===== src/rtl/seg7_pkg.sv =====
// Shared constants for the 4-digit seven-segment scan driver.
// Segment patterns are active-low, ordered {g,f,e,d,c,b,a}.
package seg7_pkg;

  localparam int NUM_DIGITS = 4;

  localparam logic [6:0] SEG_0     = 7'b1000000;
  localparam logic [6:0] SEG_1     = 7'b1111001;
  localparam logic [6:0] SEG_2     = 7'b0100100;
  localparam logic [6:0] SEG_3     = 7'b0110000;
  localparam logic [6:0] SEG_4     = 7'b0011001;
  localparam logic [6:0] SEG_5     = 7'b0010010;
  localparam logic [6:0] SEG_6     = 7'b0000010;
  localparam logic [6:0] SEG_7     = 7'b1111000;
  localparam logic [6:0] SEG_8     = 7'b0000000;
  localparam logic [6:0] SEG_9     = 7'b0010000;
  localparam logic [6:0] SEG_BLANK = 7'b1111111;
  localparam logic [6:0] SEG_DASH  = 7'b0111111;

  // Active-low one-hot anode select for the given digit slot.
  function automatic logic [NUM_DIGITS-1:0] anode_for(input logic [1:0] idx);
    return ~(NUM_DIGITS'(1) << idx);
  endfunction

endpackage


===== src/rtl/bcd_to_seg7.sv =====
// Combinational BCD to active-low seven-segment decoder.
// Codes 10..15 decode to a dash so corrupted counter values are visible.
module bcd_to_seg7
  import seg7_pkg::*;
(
  input  logic [3:0] bcd,
  output logic [6:0] seg
);

  always_comb begin
    seg = SEG_DASH;
    case (bcd)
      4'd0: seg = SEG_0;
      4'd1: seg = SEG_1;
      4'd2: seg = SEG_2;
      4'd3: seg = SEG_3;
      4'd4: seg = SEG_4;
      4'd5: seg = SEG_5;
      4'd6: seg = SEG_6;
      4'd7: seg = SEG_7;
      4'd8: seg = SEG_8;
      4'd9: seg = SEG_9;
      default: seg = SEG_DASH;
    endcase
  end

endmodule


===== src/rtl/seg7_scan_driver.sv =====
// Time-multiplexed 4-digit seven-segment driver with leading-zero blanking.
// Optional display blinking is compiled in when SEG7_BLINK_EN is defined.
module seg7_scan_driver
  import seg7_pkg::*;
#(
  parameter int REFRESH_DIV = 100000,
  parameter int BLINK_DIV   = 250
) (
  input  logic        clk,
  input  logic        clr_n,
  input  logic [15:0] i_data,
  input  logic [3:0]  i_dp,
  input  logic        lz_blank,
`ifdef SEG7_BLINK_EN
  input  logic        blink,
`endif
  output logic [3:0]  an,
  output logic [6:0]  seg,
  output logic        dp
);

  localparam int CNT_W = $clog2(REFRESH_DIV);

  logic [CNT_W-1:0]      cnt_reg;
  logic [1:0]            idx_reg;
  logic                  tick;
  logic [6:0]            seg_dec [NUM_DIGITS];
  logic [NUM_DIGITS-1:0] lz_chain;
  logic                  dark;
  logic                  digit_blank;
  logic [3:0]            an_reg, an_next;
  logic [6:0]            seg_reg, seg_next;
  logic                  dp_reg, dp_next;

  assign tick = (cnt_reg == CNT_W'(REFRESH_DIV - 1));

  always_ff @(posedge clk or negedge clr_n) begin
    if (!clr_n) begin
      cnt_reg <= '0;
      idx_reg <= '0;
    end else begin
      cnt_reg <= tick ? '0 : cnt_reg + 1'b1;
      if (tick)
        idx_reg <= idx_reg + 2'd1;
    end
  end

  // lz_chain[k]: digit k and every higher digit are zero; digit 0 never blanks.
  genvar gi;
  generate
    for (gi = 0; gi < NUM_DIGITS; gi++) begin : g_digit
      bcd_to_seg7 u_dec (
        .bcd (i_data[gi*4 +: 4]),
        .seg (seg_dec[gi])
      );
      if (gi == 0) begin : g_lsd
        assign lz_chain[gi] = 1'b0;
      end else if (gi == NUM_DIGITS - 1) begin : g_msd
        assign lz_chain[gi] = (i_data[gi*4 +: 4] == 4'd0);
      end else begin : g_mid
        assign lz_chain[gi] = (i_data[gi*4 +: 4] == 4'd0) & lz_chain[gi+1];
      end
    end
  endgenerate

`ifdef SEG7_BLINK_EN
  localparam int BLINK_W = (BLINK_DIV > 1) ? $clog2(BLINK_DIV) : 1;

  logic [BLINK_W-1:0] bcnt_reg;
  logic               phase_reg;

  // The phase keeps running even while blink is low so re-enabling is in step.
  always_ff @(posedge clk or negedge clr_n) begin
    if (!clr_n) begin
      bcnt_reg  <= '0;
      phase_reg <= 1'b0;
    end else if (tick) begin
      if (bcnt_reg == BLINK_W'(BLINK_DIV - 1)) begin
        bcnt_reg  <= '0;
        phase_reg <= ~phase_reg;
      end else begin
        bcnt_reg <= bcnt_reg + 1'b1;
      end
    end
  end

  assign dark = blink & phase_reg;
`else
  assign dark = 1'b0;
`endif

  assign digit_blank = lz_blank & lz_chain[idx_reg];

  always_comb begin
    an_next  = 4'b1111;
    seg_next = SEG_BLANK;
    dp_next  = 1'b1;
    if (!dark && !digit_blank) begin
      an_next  = anode_for(idx_reg);
      seg_next = seg_dec[idx_reg];
      dp_next  = ~i_dp[idx_reg];
    end
  end

  always_ff @(posedge clk or negedge clr_n) begin
    if (!clr_n) begin
      an_reg  <= 4'b1111;
      seg_reg <= SEG_BLANK;
      dp_reg  <= 1'b1;
    end else begin
      an_reg  <= an_next;
      seg_reg <= seg_next;
      dp_reg  <= dp_next;
    end
  end

  assign an  = an_reg;
  assign seg = seg_reg;
  assign dp  = dp_reg;

endmodule


===== config.mk =====
export PLATFORM = sky130hd
export DESIGN_NAME = seg7_scan_driver
export DESIGN_NICKNAME = d
export VERILOG_FILES = /design/src/rtl/seg7_pkg.sv /design/src/rtl/bcd_to_seg7.sv /design/src/rtl/seg7_scan_driver.sv
export SDC_FILE = /design/constraint.sdc
export NUM_CORES = 1
export LEC_CHECK = 0
export BUFFER_PORTS_ARGS = -buffer_cell sky130_fd_sc_hd__buf_4
export CAP_MARGIN = 25
export CORE_UTILIZATION = 32
export DETAILED_ROUTE_END_ITERATION = 10
export PLACE_DENSITY = 0.57
export SYNTH_ARGS = -nofsm -noshare
export SYNTH_HDL_FRONTEND = slang
export SYNTH_SLANG_ARGS = --single-unit

===== constraint.sdc =====
create_clock -name clk -period 4.58 [get_ports clk]
set_input_delay 0.458 -clock clk [delete_from_list [all_inputs] [get_ports clk]]
set_output_delay 0.458 -clock clk [all_outputs]
set_load 0.05 [all_outputs]

==> results.json <==
{
  "status": "finished clean",
  "cts_resized": 0,
  "grt_start_max_net_pins": 32,
  "synth_nets": 277,
  "setup_viol": 0,
  "path_max_fanout": 11,
  "top_layer": "met4",
  "clock_power_share_pct": 35.7,
  "drive_above_1_share_pct": 24.9,
  "core_area_mm2": 0.00649,
  "synth_top_cell_area_share_pct": 21.5,
  "post-cts-setup-buffer-count": 0,
  "cp-end-kind": "register",
  "largest_register_ffs": 17,
  "viasPerCell": 5.10,
  "syn_area_mm2": 0.00221,
  "synth_ff_type": "dfrtp_1",
  "num_io_pins": 35,
  "clock.fmax_mhz": 462,
  "cts.hold.buffers_added": 0,
  "max_slew_margin_pct": 51.7,
  "synth.distinct_cells": 49,
  "hpwl_mm": 3.46,
  "period_share_pct": 47.3,
  "intPower_mw": 0.446,
  "die_area_mm2": 0.00725,
  "numCtsBuffers": 5,
  "power.density_mw_per_mm2": 233,
  "ys_top_cells_by_area": "dfrtp_1 22%, dfstp_2 14%, ha_1 14%, o21ai_0 3.8%, xor2_1 3.2%",
  "clock_sinks": 31,
  "yosysWarningCount": 0,
  "yosysMostFrequentCell": "ha_1",
  "track_usage_pct": 13.1,
  "die_x_um": 85.1,
  "reg2reg_slack_ns": 2.42,
  "h-tree-depth": 2,
  "grt_pass1_wl_mm": 7.48,
  "antenna_found_initial": 0,
  "area_delta_synth_final_pct": 17.7,
  "regArea_um2": 791,
  "skew_ns": 0.00746,
  "r2r_end": "idx_reg[1]$_DFFE_PN0N_",
  "fill_cells": 663,
  "path_clk_slew_ns": 0.07,
  "port-buffer-count": 34,
  "power_frac_seq_pct": 47.1,
  "r2r_start": "cnt_reg[0]$_DFF_PN0_",
  "antenna-diode-count": 0,
  "switching_share_pct": 26.5,
  "drc_errors": 0,
  "yosys-top-cells-count": "25 x ha_1, 19 x dfrtp_1, 17 x o21ai_0",
  "finalCriticalPeriod_ns": 2.16,
  "critPathRequiredTime_ns": 4.74,
  "postSynthAreaPerCell_um2": 9.65,
  "die_h_um": 85.1,
  "ys_seq_elements": 31,
  "p_sw_mw": 0.161,
  "power_frac_comb_pct": 17.2,
  "rsz0062_at_grt": "no",
  "rr_worst_depth": 5,
  "worstSetupPathType": "register to register",
  "first_global_vias": 1598,
  "total_power_mw": 0.607,
  "routed-wl-met2_mm": 2.15,
  "num_rows": 29,
  "arrival_ns": 2.33,
  "nets": 308,
  "cp-start-kind": "register",
  "synth_top_cell_by_area": "dfrtp_1",
  "start_util_pct": 34.0,
  "cts_buffer_depth": 2,
  "worstMarginPinSlew_ns": 0.721,
  "gr-total-overflow": 0,
  "root_buffer": "clkbuf_8",
  "wl_per_cell_um": 13.6,
  "fin_tns_setup_ns": 0,
  "final_hold_viol_count": 0,
  "leakage_nw": 1.18,
  "multi_input_area_mm2": 0.00131,
  "firstDrtPassIters": 4,
  "yosysSeqAreaShare_pct": 35.8,
  "routed_wl_mm": 4.59,
  "syn_inst": 229,
  "worst_ir_drop_vdd_mv": 0.117,
  "final_max_slew_viol_count": 0,
  "cts_tree": "built",
  "cap_violations": 0,
  "initialDrtViolationCount": 46,
  "hold_path_class": "primary input to asynchronous set/reset pin",
  "final_antenna_net_count": 0,
  "wl_met1_mm": 2.18,
  "clock_latency_ns": 0.28,
  "synth_enable_flop_cells": 0,
  "dr_wl_met3_um": 163,
  "async_flop_share_pct": 100,
  "vias": 1723,
  "gp_congestion": 0.824
}
[power by group through the flow]
stage / Combinational [mW] / Sequential [mW] / Clock (mW)
CTS: 0.105 / 0.286 / 0.225
global placement: 0.105 / 0.291 / 0
global route: 0.114 / 0.286 / 0.239
detailed placement: 0.105 / 0.291 / 0
finish: 0.104 / 0.286 / 0.217
floorplan: 0.0409 / 0.311 / 0
[worst max path at each step]
stage | start | to | slack (ns) | cells past startpoint
after floorplan | cnt_reg[0]$_DFF_PN0_ | idx_reg[1]$_DFFE_PN0N_ | 2.95 | 6
after detailed placement | cnt_reg[0]$_DFF_PN0_ | idx_reg[1]$_DFFE_PN0N_ | 2.43 | 5
after CTS | cnt_reg[0]$_DFF_PN0_ | idx_reg[1]$_DFFE_PN0N_ | 2.41 | 5
final | cnt_reg[0]$_DFF_PN0_ | idx_reg[1]$_DFFE_PN0N_ | 2.42 | 5
after global placement | cnt_reg[0]$_DFF_PN0_ | idx_reg[1]$_DFFE_PN0N_ | 2.50 | 5
after global routing | cnt_reg[0]$_DFF_PN0_ | idx_reg[1]$_DFFE_PN0N_ | 2.28 | 5
[cell families after synthesis]
logic type / synth area share (%)
simple gates: 20.4
compound gates: 13.8
fa+ha+maj: 14.1
mux: 5.26
flops: 35.8
xor+xnor: 5.55
buf+inv: 5.09
[critical path, stage by stage, from the launching register on]
cell and delay, ns:
dfrtp_1 0.39, ha_1 0.22, and4_1 0.37, nand2_2 0.11, nor4_4 0.58, mux2_1 0.37
[cells in the final DEF, fill, tap and decap left out, types with 4 or more instances in the layout]
cell type,n
buf_4,34
ha_1,25
dfrtp_1,19
o21ai_0,17
inv_1,16
nand2_1,16
nor2_1,12
dfstp_2,12
a21oi_1,9
xor2_1,8
mux2i_1,6
nor2b_1,6
nand3_1,6
xnor2_1,6
clkbuf_8,6
o211ai_1,5
a221oi_1,5
nand4_1,5
nand2b_1,4
[final cells by class]
cell class | count | share of cell area, %
Timing Repair Buffer | 34 | 9.81
Sequential cell | 31 | 30.4
Tap cell | 77 | 3.70
Clock buffer | 7 | 3.32
Multi-Input combinational cell | 172 | 50.3
Clock inverter | 1 | 0.192
Inverter | 16 | 2.31
[routing by layer]
layer | vias up | GRT usage (%)
met5 | - | 0
met4 | 0 | 5.39
met3 | 8 | 2.53
met2 | 41 | 20.8
met1 | 798 | 17.4
li1 | 876 | -
[through the flow]
stage,hold slack (ns),cell area (um^2),std cells,worst slack [ns],util [%]
2_1_floorplan,0.162,2210,229,2.95,-
4_1_cts,0.104,2600,338,2.41,40.1
3_3_place_gp,0.408,2510,330,2.50,38.6
6_report,0.0960,2600,338,2.42,40.1
5_1_grt,0.117,2600,338,2.28,40.1
3_5_place_dp,0.411,2510,330,2.43,38.6
(Power assumes the default switching activity.)
